`config.mk`:
```
export PLATFORM = sky130hd
export DESIGN_NAME = axi4_lite_read_arbiter
export DESIGN_NICKNAME = d
export VERILOG_FILES = /design/src/rtl/axi4_lite_read_arbiter.sv
export SDC_FILE = /design/constraint.sdc
export NUM_CORES = 1
export LEC_CHECK = 0
export BUFFER_PORTS_ARGS = -buffer_cell sky130_fd_sc_hd__buf_4
export CAP_MARGIN = 20
export CORE_MARGIN = 3
export CORE_UTILIZATION = 39
export CTS_BUF_LIST = sky130_fd_sc_hd__clkbuf_16
export CTS_CLUSTER_DIAMETER = 100
export DETAILED_ROUTE_END_ITERATION = 8
export GPL_ROUTABILITY_DRIVEN = 0
export PLACE_DENSITY = 0.87
export SLEW_MARGIN = 5
export SYNTH_ARGS = -nofsm -noshare
export SYNTH_HDL_FRONTEND = slang
export SYNTH_SLANG_ARGS = --single-unit
```
`constraint.sdc`:
```
create_clock -name clk_i -period 3.8 [get_ports clk_i]
set_input_delay 0.95 -clock clk_i [delete_from_list [all_inputs] [get_ports clk_i]]
set_output_delay 0.95 -clock clk_i [all_outputs]
set_load 0.05 [all_outputs]
```
`src/rtl/axi4_lite_read_arbiter.sv`:
```
// ---------------------------------------------------------------------------
// axi4_lite_read_arbiter
//
// Round-robin arbiter that lets several AXI4-Lite read managers share a
// single downstream AR/R channel pair. Only one transaction is in flight at
// a time, and the response goes back to the manager that issued the request.
//
// Ports
//   clk_i        clock
//   rst_clk_ni   synchronous active-low reset
//   m_araddr_i   upstream read addresses, manager k at [k*ADDRESS_SIZE +: ADDRESS_SIZE]
//   m_arvalid_i  upstream address valid, one bit per manager
//   m_arready_o  upstream address ready, high only for the IDLE winner
//   m_rdata_o    read data, broadcast (zero outside the data phase)
//   m_rresp_o    read response, broadcast (zero outside the data phase)
//   m_rvalid_o   read valid, only the granted manager's bit can be high
//   m_rready_i   upstream read ready
//   s_araddr_o   downstream read address (registered)
//   s_arvalid_o  downstream address valid (registered)
//   s_arready_i  downstream address ready
//   s_rdata_i    downstream read data
//   s_rresp_i    downstream read response
//   s_rvalid_i   downstream read valid
//   s_rready_o   downstream read ready, taken from the granted manager
//   grant_o      one-hot owner of the current transaction, zero in IDLE
//   busy_o       high whenever a transaction is in progress
// ---------------------------------------------------------------------------
module axi4_lite_read_arbiter #(
  parameter int ADDRESS_SIZE = 32,
  parameter int DATA_SIZE    = 32,
  parameter int MANAGERS     = 2
) (
  input  logic                             clk_i,
  input  logic                             rst_clk_ni,
  input  logic [MANAGERS*ADDRESS_SIZE-1:0] m_araddr_i,
  input  logic [MANAGERS-1:0]              m_arvalid_i,
  output logic [MANAGERS-1:0]              m_arready_o,
  output logic [DATA_SIZE-1:0]             m_rdata_o,
  output logic [1:0]                       m_rresp_o,
  output logic [MANAGERS-1:0]              m_rvalid_o,
  input  logic [MANAGERS-1:0]              m_rready_i,
  output logic [ADDRESS_SIZE-1:0]          s_araddr_o,
  output logic                             s_arvalid_o,
  input  logic                             s_arready_i,
  input  logic [DATA_SIZE-1:0]             s_rdata_i,
  input  logic [1:0]                       s_rresp_i,
  input  logic                             s_rvalid_i,
  output logic                             s_rready_o,
  output logic [MANAGERS-1:0]              grant_o,
  output logic                             busy_o
);

  localparam int IDX_W = (MANAGERS > 1) ? $clog2(MANAGERS) : 1;

  typedef enum logic [1:0] {
    IDLE = 2'd0,
    ADDR = 2'd1,
    DATA = 2'd2
  } state_t;

  state_t                  state_q, state_d;
  logic [MANAGERS-1:0]     grant_q, grant_d;
  logic [IDX_W-1:0]        last_q, last_d;
  logic [ADDRESS_SIZE-1:0] araddr_q, araddr_d;

  logic [IDX_W-1:0]        cand;
  logic [IDX_W-1:0]        winner;
  logic                    win_found;

  // Index base+offs wrapped into 0..MANAGERS-1; offs never exceeds MANAGERS,
  // so a single subtraction is enough.
  function automatic logic [IDX_W-1:0] rr_index(input logic [IDX_W-1:0] base,
                                                input int offs);
    int s;
    s = int'(base) + offs;
    if (s >= MANAGERS) s = s - MANAGERS;
    return s[IDX_W-1:0];
  endfunction

  // Round-robin search starting just after the previous winner, so the most
  // recently served manager has the lowest priority.
  always_comb begin
    cand      = '0;
    winner    = '0;
    win_found = 1'b0;
    for (int i = 1; i <= MANAGERS; i++) begin
      cand = rr_index(last_q, i);
      if (!win_found && m_arvalid_i[cand]) begin
        winner    = cand;
        win_found = 1'b1;
      end
    end
  end

  always_comb begin
    state_d     = state_q;
    grant_d     = grant_q;
    last_d      = last_q;
    araddr_d    = araddr_q;
    m_arready_o = '0;
    m_rvalid_o  = '0;
    m_rdata_o   = '0;
    m_rresp_o   = '0;
    s_rready_o  = 1'b0;
    case (state_q)
      IDLE: begin
        if (win_found) begin
          m_arready_o[winner] = 1'b1;
          araddr_d            = m_araddr_i[int'(winner)*ADDRESS_SIZE +: ADDRESS_SIZE];
          grant_d             = '0;
          grant_d[winner]     = 1'b1;
          last_d              = winner;
          state_d             = ADDR;
        end
      end
      ADDR: begin
        if (s_arready_i) state_d = DATA;
      end
      DATA: begin
        // Response is a pure pass-through gated by the owner's grant bit.
        m_rdata_o  = s_rdata_i;
        m_rresp_o  = s_rresp_i;
        m_rvalid_o = grant_q & {MANAGERS{s_rvalid_i}};
        s_rready_o = |(grant_q & m_rready_i);
        if (s_rvalid_i && s_rready_o) begin
          state_d = IDLE;
          grant_d = '0;
        end
      end
      default: begin
        state_d = IDLE;
        grant_d = '0;
      end
    endcase
  end

  always_ff @(posedge clk_i) begin
    if (!rst_clk_ni) begin
      state_q  <= IDLE;
      grant_q  <= '0;
      last_q   <= IDX_W'(MANAGERS - 1);
      araddr_q <= '0;
    end else begin
      state_q  <= state_d;
      grant_q  <= grant_d;
      last_q   <= last_d;
      araddr_q <= araddr_d;
    end
  end

  // s_arvalid_o comes straight from the state register, so it cannot glitch
  // and stays high until the downstream handshake moves the FSM on.
  assign s_arvalid_o = (state_q == ADDR);
  assign s_araddr_o  = araddr_q;
  assign grant_o     = grant_q;
  assign busy_o      = (state_q != IDLE);

endmodule

```
==> results <==
- The flow ran to the end, and the final reports show no timing, DRC or antenna violations.
- Of the post-synthesis cell area, the dominant cell type holds 0.392.
- The total core area is approximately 4500 sq um.
- TritonCTS built the clock tree.
- Once layout is complete, the utilization of the core stands at 0.747.
- 0 antenna diodes ended up in the layout.
- The post-synthesis compound-gate area fraction is 0.238.
- After synthesis, the netlist uses 27 different library cells.
- The startpoint of the worst-slack reg-to-reg timing path is state_q[0]$_SDFFE_PN0P_.
- The number of buffers inserted by hold repair at cts is 0.
- The longest clock path from root to sink contains 2 buffers.
- The number of optimization iterations in the first detailed-route pass is 4.
- For met2 alone, demand over resource in global routing was 0.401.
- For this design the ratio of total power to cell area is 423 nW/um^2.
- Hold timing on the final database bottoms out at a slack of 518 ps.
- Summing every instance area after synthesis gives 1890 sq um.
- The simple-gate portion of the synthesized area is 0.301.
- The overall overflow remaining after global route is 0.
- For this block, the initial DRC count from the detailed router was ~140.
- The number of antenna violations at the first check in global routing is 0.
- The floorplan step defined a die boundary enclosing roughly 5700 sq um.
- Counting flops and latches in the post-synthesis netlist gives 37.
- Yosys printed 0 warnings.
- The via density per instance is 4.97.
- The async set-or-reset flop fraction in the synthesized netlist is 0.
- The most used routing layer is met2.
- The tool flagged a number of max-cap violations equal to 0.
- The worst max-slew margin expressed relative to the limit is 0.610.
- Sorting the synthesized cells by how often they occur yields sky130_fd_sc_hd__nand2_1, sky130_fd_sc_hd__and2_1, sky130_fd_sc_hd__dfxtp_1, sky130_fd_sc_hd__a31oi_1, sky130_fd_sc_hd__o21ai_1.
- The number of input and output port buffers inserted is 180.
- The number of global-route vias before repair was 2186.
- The number of synthesized flops with an enable pin is 0.
- The gate count after technology mapping is 256.
- The tree built by TritonCTS fans out to 37 sinks.
- The number of nets handed over by synthesis was about 360.
- The post-layout minimum cycle time is between 2000 and 3000 ps.
- The arrival time of the worst setup path is 1710 ps.
- The HPWL after detailed placement is 5.26 mm.
- STA classifies the critical path endpoint as an output port.
- The wire length of the first global-routing pass is 10.0 mm.
- For this run, the top clock speed supported by timing is roughly 0.38 GHz.
- The count of nets left with antenna violations once routing finished came out at 0.
- The worst register-to-register path ends at s_araddr_o[23]$_SDFFE_PN0P_.
- The most critical setup path has its endpoint at m_arready_o[0].
- The number of levels in the clock H-tree is 2.
- The fraction of the yosys area taken by sequential cells is 0.392.
- The met1 track demand over resource is 0.273.
- The proportion of layout cells with a drive suffix above 1 is 0.455.
- The dominant combinational cell family by area after synthesis is simple AND/OR/NAND/NOR gates.
- Clock-pin slew was measured on the worst setup and hold paths at 50 ps.
- Post-CTS timing repair inserted 0 buffers for setup.
- Timing analysis after detailed placement gives a worst setup slack of 1140 ps.
- The tightest min-delay check is of the flip-flop to flip-flop type.
- The worst register-to-register path has a depth of 4.
- The clock latency of the later-clocked register in the worst-skew pair is 270 ps.
- In this run the mean area of a mapped cell was 7.39 sq um.
- In this run, CTS created clock tree buffers numbering 5.
- IR analysis of the VDD net gives a maximum drop of 0.325 mV.
- The primary flip-flop cell chosen by synthesis mapping is sky130_fd_sc_hd__dfxtp_1.
- The critical path starts at m_arvalid_i[0].
- The design draws 0.00142 W.
- Summing over every cut layer, the via total after detailed routing is 2374.
- Adding up every negative setup slack in the final design gives 0 ps.
- The most numerous cell in the Yosys netlist is sky130_fd_sc_hd__nand2_1.
- Of the total synthesized cell area, the portion taken by XOR and XNOR cells is 0.
- The most area-hungry cell type in the Yosys netlist is sky130_fd_sc_hd__dfxtp_1.
- The site row count is 24.
- The floorplan step set the die width to 75.6 microns.
- The per-cell routed wire length is 14.4 microns.
- The multiplexer fraction of the synthesized cell area is 0.
- The worst setup margin is 1140 ps.
- The transition at the pin with the smallest max-transition slack is 584 ps.
- The floorplan step set the die height to 75.6 microns.
- The largest net degree at the start of global routing is 66.
- The total count of hold-check failures in the final report was 0.
- In this run the count of I/O pins placed on the die edge is 181.
- The routed design has 6.89 mm of wire.
- The type of the setup path with the least slack is input port to output port.
- The tree is rooted in a sky130_fd_sc_hd__clkbuf_16.
- The number of gates resized after CTS was 0.
- In this run the static leakage power is 1.71 nW.
- Across all register-to-register paths, the minimum setup slack is about 2300 ps.
- The initial core utilization is 0.420.
- In the post-synthesis netlist, the biggest area contributors are sky130_fd_sc_hd__dfxtp_1, sky130_fd_sc_hd__nand2_1, sky130_fd_sc_hd__and2_1.
- The net count of the finished layout is around 530.
- In the global route stage, met3 resource usage came out at 0.0422.
- The largest clock skew in the final design is 5.56 ps.
- The setup violation total in the final timing report is 0.
- The biggest fanout along the worst timing path is 6.
- Setup repair after global routing left no endpoint under its margin.
- The max-slew violation count is 0.
- STA classifies the critical path startpoint as an input port.
- Data on the critical path is required at its endpoint by 2850 ps.
- The detailed-route DRC error count is 0.
- In the global route stage, overall resource usage came out at 0.228.
- The final worst-path cycle share is 0.700.
- The share of synthesized cell area in full adder, half adder and majority cells is 0.
- Compared with the post-synthesis result, the final layout area differs by 77.9%.
-- through the flow --
| stage | instance area, sq um | std cells |
|---|---|---|
| floorplan | 1890 | 256 |
| global route | 3360 | 478 |
| detailed placement | 3220 | 470 |
| global placement | 3220 | 470 |
| CTS | 3360 | 478 |
| finish | 3360 | 478 |
-- critical path, cell delays in order --
cell and delay [ps]:
sky130_fd_sc_hd__buf_4 110, sky130_fd_sc_hd__nand2_1 70, sky130_fd_sc_hd__and2_1 170, sky130_fd_sc_hd__nor3_1 170, sky130_fd_sc_hd__buf_4 230
-- worst min path at each step --
stage	start	end	slack, ps	depth (start not counted)
after floorplan	last_q$_SDFFE_PN1P_	last_q$_SDFFE_PN1P_	460	2
after global placement	last_q$_SDFFE_PN1P_	last_q$_SDFFE_PN1P_	490	2
after detailed placement	s_araddr_o[1]$_SDFFE_PN0P_	s_araddr_o[1]$_SDFFE_PN0P_	510	2
after CTS	last_q$_SDFFE_PN1P_	last_q$_SDFFE_PN1P_	520	2
after global routing	last_q$_SDFFE_PN1P_	last_q$_SDFFE_PN1P_	530	2
final	last_q$_SDFFE_PN1P_	last_q$_SDFFE_PN1P_	520	2
-- sequential cells by signal, summed over array words and instances, names as in the netlist --
| signal | count |
|---|---|
| grant_o | 2 |
| last_q | 1 |
| s_araddr_o | 32 |
| state_q | 2 |
-- routing by layer --
metal / share of wire / up-vias
li1: - / 1208
met1: 0.39 / 1079
met2: 0.53 / 75
met3: 0.054 / 12
met4: 0.021 / 0
met5: 0 / -
-- layout make-up --
cell class | instances | area [sq um]
tap | 52 | 65.1
inverter | 3 | 11.3
clock inverter | 3 | 13.8
multi-input combinational | 194 | 1030
fill | 377 | 1140
clock buffer | 5 | 125
sequential | 37 | 741
timing repair buffer | 184 | 1380
-- report_power, final --
| group | switching (W) | total [W] | leakage, nW | internal, W |
|---|---|---|---|---|
| Sequential | 0.0000301 | 0.000469 | 0.307 | 0.000439 |
| Clock | 0.000140 | 0.000378 | 0.0748 | 0.000237 |
| Combinational | 0.000368 | 0.000575 | 1.33 | 0.000207 |
-- cells by family (layout without fill, tap and decap cells) --
family / count (synthesis) / in the layout
compound gates: 74 / 74
buf+inv: 25 / 195
flops: 37 / 37
simple gates: 120 / 120
-- cells in the final DEF, fill, tap and decap left out, types with 4 or more instances in the layout --
cell type and n:
sky130_fd_sc_hd__a31oi_1 32, sky130_fd_sc_hd__and2_1 38, sky130_fd_sc_hd__buf_4 184, sky130_fd_sc_hd__clkbuf_16 5, sky130_fd_sc_hd__dfxtp_1 37, sky130_fd_sc_hd__inv_1 4, sky130_fd_sc_hd__nand2_1 69, sky130_fd_sc_hd__nor2_1 4
sky130_fd_sc_hd__o21ai_0 12, sky130_fd_sc_hd__o21ai_1 20
Note: power is estimated with default switching activity, not from simulation.
